## config.mk

```make
export PLATFORM = sky130hd
export DESIGN_NAME = alu_flags
export DESIGN_NICKNAME = d
export VERILOG_FILES = /design/src/rtl/alu_flags_pkg.sv /design/src/rtl/alu_flags_mul.sv /design/src/rtl/alu_flags.sv
export SDC_FILE = /design/constraint.sdc
export NUM_CORES = 1
export LEC_CHECK = 0
export BUFFER_PORTS_ARGS = -buffer_cell sky130_fd_sc_hd__buf_4
export CAP_MARGIN = 20
export CORE_ASPECT_RATIO = 2
export CORE_MARGIN = 3
export CORE_UTILIZATION = 52
export CTS_CLUSTER_SIZE = 16
export DETAILED_ROUTE_END_ITERATION = 10
export PLACE_DENSITY_LB_ADDON = 0.1
export SYNTH_ARGS = -nofsm -noshare
export SYNTH_HDL_FRONTEND = slang
export SYNTH_SLANG_ARGS = --single-unit
export TNS_END_PERCENT = 5
```

## constraint.sdc

```tcl
create_clock -name clk -period 2.19 [get_ports clk]
set_clock_uncertainty 0.1 [all_clocks]
set_input_delay 0.219 -clock clk [delete_from_list [all_inputs] [get_ports clk]]
set_output_delay 0.219 -clock clk [all_outputs]
set_load 0.05 [all_outputs]
```

## src/rtl/alu_flags_pkg.sv

```systemverilog
// Shared enums for the v1 core: ALU op codes, PC jump kinds and the flag bundle.
package alu_flags_pkg;

  typedef enum logic [3:0] {
    OP_ADD  = 4'h0,
    OP_SUB  = 4'h1,
    OP_CMP  = 4'h2,
    OP_AND  = 4'h3,
    OP_OR   = 4'h4,
    OP_XOR  = 4'h5,
    OP_NOT  = 4'h6,
    OP_SHL  = 4'h7,
    OP_SHR  = 4'h8,
    OP_SAR  = 4'h9,
    OP_PASS = 4'hA,
    OP_MUL  = 4'hB
  } alu_op_t;

  typedef enum logic [1:0] {
    JMP_ALWAYS = 2'd0,
    JMP_Z      = 2'd1,
    JMP_NZ     = 2'd2,
    JMP_L      = 2'd3
  } jump_t;

  typedef struct packed {
    logic z;
    logic s;
    logic o;
    logic c;
  } flags_t;

  // Ops that complete at their accept edge; MUL and unused codes are excluded.
  function automatic logic is_single_cycle(alu_op_t op);
    case (op)
      OP_ADD, OP_SUB, OP_CMP, OP_AND, OP_OR, OP_XOR,
      OP_NOT, OP_SHL, OP_SHR, OP_SAR, OP_PASS: return 1'b1;
      default:                                 return 1'b0;
    endcase
  endfunction

endpackage

```

## src/rtl/alu_flags_mul.sv

```systemverilog
// mul_iter: shift-add unsigned multiplier, one partial product per cycle.
// The last iteration is folded into o_product so o_done marks the finishing edge.
module mul_iter #(
  parameter int D_WIDTH = 8
) (
  input  logic                   clk,
  input  logic                   rst,
  input  logic                   i_start,
  input  logic [D_WIDTH-1:0]     i_a,
  input  logic [D_WIDTH-1:0]     i_b,
  output logic                   o_busy,
  output logic                   o_done,
  output logic [2*D_WIDTH-1:0]   o_product
);

  localparam int CW = (D_WIDTH > 2) ? $clog2(D_WIDTH) : 1;

  logic                 r_busy;
  logic [CW-1:0]        r_cnt;
  logic [2*D_WIDTH-1:0] r_mcand;
  logic [D_WIDTH-1:0]   r_mplier;
  logic [2*D_WIDTH-1:0] r_acc;
  logic [2*D_WIDTH-1:0] w_acc_next;

  assign w_acc_next = r_acc + (r_mplier[0] ? r_mcand : '0);
  assign o_busy     = r_busy;
  assign o_done     = r_busy && (r_cnt == CW'(D_WIDTH - 1));
  assign o_product  = w_acc_next;

  // NOTE: state registers use non-blocking assignments so every register in
  // this block samples the pre-edge values, regardless of statement order.
  always_ff @(posedge clk) begin
    if (rst) begin
      r_busy   <= 1'b0;
      r_cnt    <= '0;
      r_mcand  <= '0;
      r_mplier <= '0;
      r_acc    <= '0;
    end else if (i_start) begin
      r_busy   <= 1'b1;
      r_cnt    <= '0;
      r_mcand  <= {{D_WIDTH{1'b0}}, i_a};
      r_mplier <= i_b;
      r_acc    <= '0;
    end else if (r_busy) begin
      r_acc    <= w_acc_next;
      r_mcand  <= r_mcand << 1;
      r_mplier <= r_mplier >> 1;
      r_cnt    <= r_cnt + CW'(1);
      if (o_done) r_busy <= 1'b0;
    end
  end

endmodule

```

## src/rtl/alu_flags.sv

```systemverilog
// Execute-stage ALU with Z/S/O/C flag register. Define ALU_MUL_EN to build the
// iterative multi-cycle MUL; otherwise MUL behaves as an undefined op code.
module alu_flags
  import alu_flags_pkg::*;
#(
  parameter int D_WIDTH = 8
) (
  input  logic               clk,
  input  logic               rst,
  input  logic               op_valid,
  output logic               op_ready,
  input  alu_op_t            op,
  input  logic [D_WIDTH-1:0] a,
  input  logic [D_WIDTH-1:0] b,
  input  logic               flags_we,
  output logic               res_valid,
  output logic [D_WIDTH-1:0] result,
  output logic               flag_z,
  output logic               flag_s,
  output logic               flag_o,
  output logic               flag_c
);

  localparam int MSB = D_WIDTH - 1;

  logic [D_WIDTH-1:0] r_result;
  logic               r_res_valid;
  flags_t             r_flags;

  logic               w_accept;
  logic               w_single;
  logic [D_WIDTH:0]   w_sum;
  logic [D_WIDTH:0]   w_diff;
  logic [D_WIDTH-1:0] w_res;
  flags_t             w_flags;

  assign w_accept = op_valid && op_ready;
  assign w_sum    = {1'b0, a} + {1'b0, b};
  assign w_diff   = {1'b0, a} - {1'b0, b};

  // NOTE: every output of this block gets a default first, so no path through
  // the case statement can leave a signal unassigned and infer a latch.
  always_comb begin
    w_res    = '0;
    w_flags  = '0;
    w_single = is_single_cycle(op);
    case (op)
      OP_ADD: begin
        w_res     = w_sum[MSB:0];
        w_flags.c = w_sum[D_WIDTH];
        w_flags.o = (a[MSB] == b[MSB]) && (w_res[MSB] != a[MSB]);
      end
      OP_SUB, OP_CMP: begin
        w_res     = w_diff[MSB:0];
        w_flags.c = w_diff[D_WIDTH];
        w_flags.o = (a[MSB] != b[MSB]) && (w_res[MSB] != a[MSB]);
      end
      OP_AND:  w_res = a & b;
      OP_OR:   w_res = a | b;
      OP_XOR:  w_res = a ^ b;
      OP_NOT:  w_res = ~a;
      OP_PASS: w_res = b;
      OP_SHL: begin
        w_res     = {a[MSB-1:0], 1'b0};
        w_flags.c = a[MSB];
      end
      OP_SHR: begin
        w_res     = {1'b0, a[MSB:1]};
        w_flags.c = a[0];
      end
      OP_SAR: begin
        w_res     = {a[MSB], a[MSB:1]};
        w_flags.c = a[0];
      end
      default: w_res = '0;
    endcase
    w_flags.z = (w_res == '0);
    w_flags.s = w_res[MSB];
  end

`ifdef ALU_MUL_EN
  typedef enum logic {ST_IDLE, ST_MUL} state_t;

  state_t               r_state;
  state_t               w_state_next;
  logic                 r_mul_fwe;
  logic                 w_mul_start;
  logic                 w_mul_busy;
  logic                 w_mul_fin;
  logic                 w_mul_done;
  logic [2*D_WIDTH-1:0] w_prod;
  flags_t               w_mul_flags;

  assign w_mul_start = w_accept && (op == OP_MUL);
  assign w_mul_done  = (r_state == ST_MUL) && w_mul_fin;

  always_comb begin
    w_mul_flags   = '0;
    w_mul_flags.z = (w_prod[MSB:0] == '0);
    w_mul_flags.s = w_prod[MSB];
    w_mul_flags.o = |w_prod[2*D_WIDTH-1:D_WIDTH];
    w_mul_flags.c = |w_prod[2*D_WIDTH-1:D_WIDTH];
  end

  mul_iter #(.D_WIDTH(D_WIDTH)) u_mul (
    .clk       (clk),
    .rst       (rst),
    .i_start   (w_mul_start),
    .i_a       (a),
    .i_b       (b),
    .o_busy    (w_mul_busy),
    .o_done    (w_mul_fin),
    .o_product (w_prod)
  );

  always_ff @(posedge clk) begin
    if (rst) r_state <= ST_IDLE;
    else     r_state <= w_state_next;
  end

  always_comb begin
    w_state_next = r_state;
    op_ready     = 1'b0;
    case (r_state)
      ST_IDLE: begin
        op_ready = 1'b1;
        if (op_valid && (op == OP_MUL)) w_state_next = ST_MUL;
      end
      ST_MUL: begin
        // Leaving on !busy as well keeps the FSM from ever stranding in MUL.
        if (w_mul_done || !w_mul_busy) w_state_next = ST_IDLE;
      end
      default: w_state_next = ST_IDLE;
    endcase
  end
`else
  assign op_ready = 1'b1;
`endif

  always_ff @(posedge clk) begin
    if (rst) begin
      r_result    <= '0;
      r_res_valid <= 1'b0;
      r_flags     <= '0;
`ifdef ALU_MUL_EN
      r_mul_fwe   <= 1'b0;
`endif
    end else begin
      r_res_valid <= 1'b0;
      if (w_accept && w_single) begin
        // CMP is a flags-only op: it never touches result or res_valid.
        if (op != OP_CMP) begin
          r_result    <= w_res;
          r_res_valid <= 1'b1;
        end
        if ((op == OP_CMP) || flags_we) r_flags <= w_flags;
      end
`ifdef ALU_MUL_EN
      if (w_mul_start) r_mul_fwe <= flags_we;
      if (w_mul_done) begin
        r_result    <= w_prod[MSB:0];
        r_res_valid <= 1'b1;
        if (r_mul_fwe) r_flags <= w_mul_flags;
      end
`endif
    end
  end

  assign result    = r_result;
  assign res_valid = r_res_valid;
  assign flag_z    = r_flags.z;
  assign flag_s    = r_flags.s;
  assign flag_o    = r_flags.o;
  assign flag_c    = r_flags.c;

endmodule

```

; ---- Word level (Yosys, flattened, before mapping)
; Memories as Yosys holds them, arrays and structs flattened.
; Cells that the tools add are included.
[classes]
reduce_logical = 11
n_mux = 4
bitwise = 5
n_eq_ne = 15
add_sub_neg = 2
[op_table]
columns = operator, count
row1 = $pmux W8 S10, 1
row2 = $eq A4 B3 Y1 const B, 4
row3 = $eq A4 B4 Y1 const B, 3
row4 = $add A8 B8 Y9, 1
row5 = $sub A8 B8 Y9, 1
row6 = $and A8 B8 Y8, 1
row7 = $eq A4 B2 Y1 const B, 2
row8 = $logic_not A8 Y1, 1
row9 = $not A8 Y8, 1
row10 = $or A8 B8 Y8, 1
row11 = $xor A8 B8 Y8, 1
row12 = $reduce_or A2 Y1, 3
row13 = $eq A4 B1 Y1 const B, 1
row14 = $logic_not A4 Y1, 1
row15 = $ne A4 B2 Y1 const B, 1
row16 = $pmux W1 S4, 1
row17 = $reduce_and A2 Y1, 2
row18 = $logic_and A1 B1 Y1, 3
row19 = $ne A1 B1 Y1, 3
row20 = $pmux W1 S2, 1
row21 = $eq A1 B1 Y1, 1
row22 = $logic_or A1 B1 Y1, 1
row23 = $mux W1, 1
row24 = $not A1 Y1, 1
[word_totals]
output_inout_bits = 14
rom_bits = 16
register_bits = 13
in_bits = 24
n_memories = 1
[memory_table]
columns = memory, words, word_bits, rd, rd_clocked_by_memory_dff, write_ports, line_no
row1 = (no name shown), 16, 1, 1, 0, 0, alu_flags_pkg.sv:35  ; case (op)

; ---- Logic depth before layout (Yosys ltp)
[depth]
word_depth = 4
depth_mapped = 10
ltp_nobuf = 10

; ---- Worst setup path after synthesis
; OpenSTA, ideal clock, no wires.
[synth_path]
path_kind = in2reg
from = in a[0]
to = reg r_flags, in the netlist flag_z
stages = 10
t_arrival_ns = 2.092
path_buffers = 0
slack_ns = -0.089
cell_sequence = inv_1 -> ha_1 -> fa_1 -> nor3_1 -> nor3_1 -> o31a_1 -> a221o_1 -> a21oi_1 -> nand4_1 -> o31ai_1
[synth_between]
elab_chain_len = 3
[synth_lines]
columns = item, line_no
row1 = from (decl), alu_flags.sv:13  ; input logic [D_WIDTH-1:0] a,
row2 = $sub A8 B8 Y9 (tied with other cells), alu_flags.sv:39  ; assign w_diff = {1'b0, a} - {1'b0, b};
row3 = $pmux W8 S10 (*), alu_flags.sv:47  ; case (op)
row4 = $logic_not A8 Y1 (*), alu_flags.sv:77  ; w_flags.z = (w_res == '0);
row5 = to (signal assigned), alu_flags.sv:156  ; if ((op == OP_CMP) || flags_we) r_flags <= w_flags;
row6 = to (decl), alu_flags.sv:28  ; flags_t r_flags;
; Mark *: on every way between the ends. The rest lies on a longest branch, timed or not.
; A chain may end at the register's enable or synchronous reset.

; ---- Worst setup path after layout
; Same ends and word-level chain as after synthesis.

==> results by stage <==
Outcome:
- The flow ran to the end, but the final reports show violations.
- The checks that failed: setup timing.

Final layout:
- The share of the core filled with cells is 76.00%.
- From synthesis to final layout, the design area changed by 39.34%.
- The area of the multi-input gates is about 1700 um2.
- The number of diodes added for antenna fixing is 0.
- The number of nets in the layout is about 430.
- The finished cells cover a little under 3000 um2.
- The register area is between 200 and 300 um2.
- The proportion of layout cells with a drive suffix above 1 is between 30% and 40%.
- The layout has around 330 filler cells.

Yosys:
- Summing the sequential cell areas from Yosys gives 12.29% of the chip area.
- After technology mapping, the gate count stands at roughly 290.
- The number of nets in the synthesized netlist is around 340.
- Counting flops with a built-in enable in the synthesized netlist gives 0.
- Sorting the synthesized cells by area gives the leading types as ha_1, dfxtp_1, a21oi_1.
- The main flop type after synthesis is dfxtp_1.
- The post-synthesis instance area is 2118 um2.
- By count the netlist is led by ha_1, a21oi_1, inv_1, nand2_1, nor2_1.
- By instance count, the leading cell after synthesis is ha_1.
- The share of synthesized area in the top cell type comes to 14.18%.
- During synthesis, Yosys emitted a total of 0 warnings.
- The average instance in the mapped netlist occupies between 7 and 8 um2.
- The async set or reset register ratio after synthesis is 0%.
- Synthesis instantiated 61 different standard cells from the library.
- The synthesized design spends more area on one cell type than any other, namely ha_1.
- In this run, synthesis produced a sequential element count of 13.

Pwr:
- In this run the power density over the cells is approximately 380 nW/um2.
- Of the total power, the share spent switching nets is around two fifths.
- The worst-case IR drop observed on VDD is approximately 0.00028 V.
- The static power due to leakage is between 0.001 and 0.0015 uW.
- The portion of total power attributed to the clock network is 18.8%.
- The switching power of the nets is 451.8 uW.
- The combinational cell fraction of total power is between 50% and 60%.
- Sequential cells burn between 20% and 30% of the power.
- The internal power of the cells totals 681.0 uW.
- The sum of internal, switching and leakage power is 1133 uW.

STA:
- Counting I/O delays and the setup requirement, the final critical path takes ~2.2 ns.
- The maximum clock frequency is approximately 460 MHz.
- Adding up every negative setup slack in the final design gives -0.002841 ns.
- The max-slew violation total from the final report is 0.
- The total count of hold-check failures in the final report is 0.
- The worst setup slack after layout is -0.002841 ns.
- After layout, the worst path uses 100.1% of the clock period.
- Setup repair after global routing could not meet its margin everywhere.
- The final number of setup-violating endpoints is 1.

Worst setup path:
- At the worst endpoint, the required time is 2.25 ns.
- The worst setup path is of the in2reg kind.
- In this run the critical register-to-register path is launched from result[4].
- The data arrival time of the worst path is 2.25 ns.
- The critical path launch point type is an input port.
- Across all register-to-register paths, the minimum setup slack is between 1 and 1.5 ns.
- The most critical setup path has its startpoint at a[0].
- The capturing element type of the critical path is a flop.
- In this run the worst path has a maximum fanout of 3.
- The number of cells on the worst reg-to-reg path is 2.
- The endpoint of the lowest-slack register-to-register path is result[4].

Clocking:
- The TritonCTS clock tree is built.
- Clock tree synthesis inserted a total of 3 buffers.
- The number of sinks driven by the clock tree is 13.
- The cell chosen for the clock root is clkbuf_8.
- The clock passes through at most 2 buffers.
- The clock reaches the later pin of the worst-skew pair after between 0.2 and 0.25 ns.
- The maximum level of the CTS H-tree is 1.
- After clock tree synthesis, the clock-pin slew on the worst setup and hold paths is about 0.05 ns.

Drt:
- The routed via count divided by cell count is ~6.
- The number of DRC markers after the initial detailed-route iteration is 120.
- Once detail routing completed, the nets flagged for antenna violations numbered 0.
- Summed over all layers, the routed wires come to just under 7000 um.
- The first TritonRoute pass finished after 4 iterations.
- In the routed design, unresolved DRC markers number 0.
- In the final routed layout, each cell accounts on average for 16.28 um.
- For this block, the via count after detailed routing is between 2000 and 3000.

Global routing:
- The overall fraction of global-route tracks in use is between 20% and 30%.
- The first global-routing pass estimated 10810 um of wire.
- Entering global routing, the biggest net connects 21 pins.
- For this run the aggregate overflow at the end of global routing stands at 0.
- The initial antenna violation count is 0.
- The via count of the first global-routing pass is 2513.

Floorplanning:
- The chip width is roughly 51 um.
- The count of boundary I/O pins is 38.
- The die boundary height is between 90 and 100 um.
- The die footprint is a little under 5000 um2.
- The core region is approximately 4000 um2.
- The initialized floorplan defines 32 standard-cell rows.
- The initial core utilization is a little over half.

Hold path:
- The worst hold path depth is 2.
- In this run the worst hold path is classified as in2reg.
- In this run the most critical hold path is launched from rst.
- For hold timing, the worst endpoint is result[7].

Place:
- Buffers placed on the I/O ports in this run total 36.
- After detailed placement, the total cell area comes to around 2900 um2.
- The worst slack at placement is -0.2315 ns.
- The last weighted congestion value of the routability-driven placer is roughly 0.94.
- The HPWL after detailed placement is 5670 um.

Flow run:
- Max-cap violations in this run came to 0.
## logic make-up (layout without fill, tap and decap cells)
family | after synthesis | after routing | synth area share, %
compound gates | 99 | 99 | 32.07
simple gates | 91 | 91 | 23.80
buf+inv | 46 | 134 | 10.93
fa+ha+maj | 26 | 26 | 16.07
flops | 13 | 13 | 12.29
mux | 8 | 8 | 3.839
xor+xnor | 2 | 2 | 0.8271
other cells | 1 | 1 | 0.1770
## what timing repair did
item	CTS	global route
cloned	0	0
setup endpoints to repair	1	5
hold buffers	0	0
pin swaps	1	5
gates resized for setup	1	8
buffers inserted	1	0
## sequential cells by signal (all words and copies together), names as in the netlist
| name | flops |
|---|---|
| flag_z | 1 |
| flag_o | 1 |
| flag_c | 1 |
| res_valid | 1 |
| flag_s | 1 |
| result | 8 |
## cells in the final DEF (no fill, tap or decap), types with 3 or more instances in the layout
cell type / count
buf_4: 108
nor2_1: 19
mux2i_1: 7
ha_1: 22
nand3b_1: 6
o21ai_0: 13
o22ai_1: 5
inv_1: 22
nor3_1: 6
o21ba_2: 3
a21oi_1: 21
clkbuf_8: 3
o31ai_1: 3
nand4b_1: 4
nand2b_1: 3
nor2b_1: 8
a31oi_1: 4
o21bai_1: 4
a211oi_1: 9
dfxtp_1: 13
nand2_1: 19
or3_1: 3
or2_2: 3
nand3_1: 4
a22oi_1: 3
## cell type report
cell class	instances	area share (%)
Clock buffer	4	1.526
Multi-Input combinational cell	227	57.23
Sequential cell	13	8.817
Inverter	22	2.798
Timing Repair Buffer	108	27.47
Tap cell	51	2.162
## layer usage
layer / global-route usage (%) / vias to the layer above / share of wire, %
met5: 0 / - / 0
met4: 21.35 / 0 / 6.8
met1: 26.43 / 1185 / 35
met2: 56.47 / 93 / 55
met3: 2.326 / 42 / 3.9
li1: - / 1215 / -
## stage by stage
| step | instances | hold slack (ns) |
|---|---|---|
| floorplan | 286 | 0.1906 |
| global placement | 420 | 0.3525 |
| detailed placement | 420 | 0.3576 |
| CTS | 425 | 0.1499 |
| global route | 425 | 0.1641 |
| finish | 425 | 0.1506 |
## power by group through the flow
| stage | Combinational, uW | Sequential, uW | Clock (uW) |
|---|---|---|---|
| 3_5_place_dp | 631 | 265 | 0 |
| 4_1_cts | 637 | 260 | 215 |
| 3_3_place_gp | 621 | 264 | 0 |
| 5_1_grt | 710 | 261 | 226 |
| 2_1_floorplan | 315 | 318 | 0 |
| 6_report | 660 | 260 | 213 |
## how the worst max path moves through the flow
stage,to,cells past startpoint
floorplan,flag_z,10
global placement,flag_z,11
detailed placement,flag_z,10
CTS,flag_z,11
global route,flag_z,10
finish,flag_z,10
## critical path, stage by stage
cell     delay, ns
buf_4         0.12
ha_1          0.22
fa_2          0.37
nand3_1       0.08
nand2_1       0.10
a31o_2        0.28
a221o_1       0.35
a21oi_2       0.15
nand4_1       0.11
o31ai_2       0.24
Note: power is estimated with default switching activity, not from simulation.
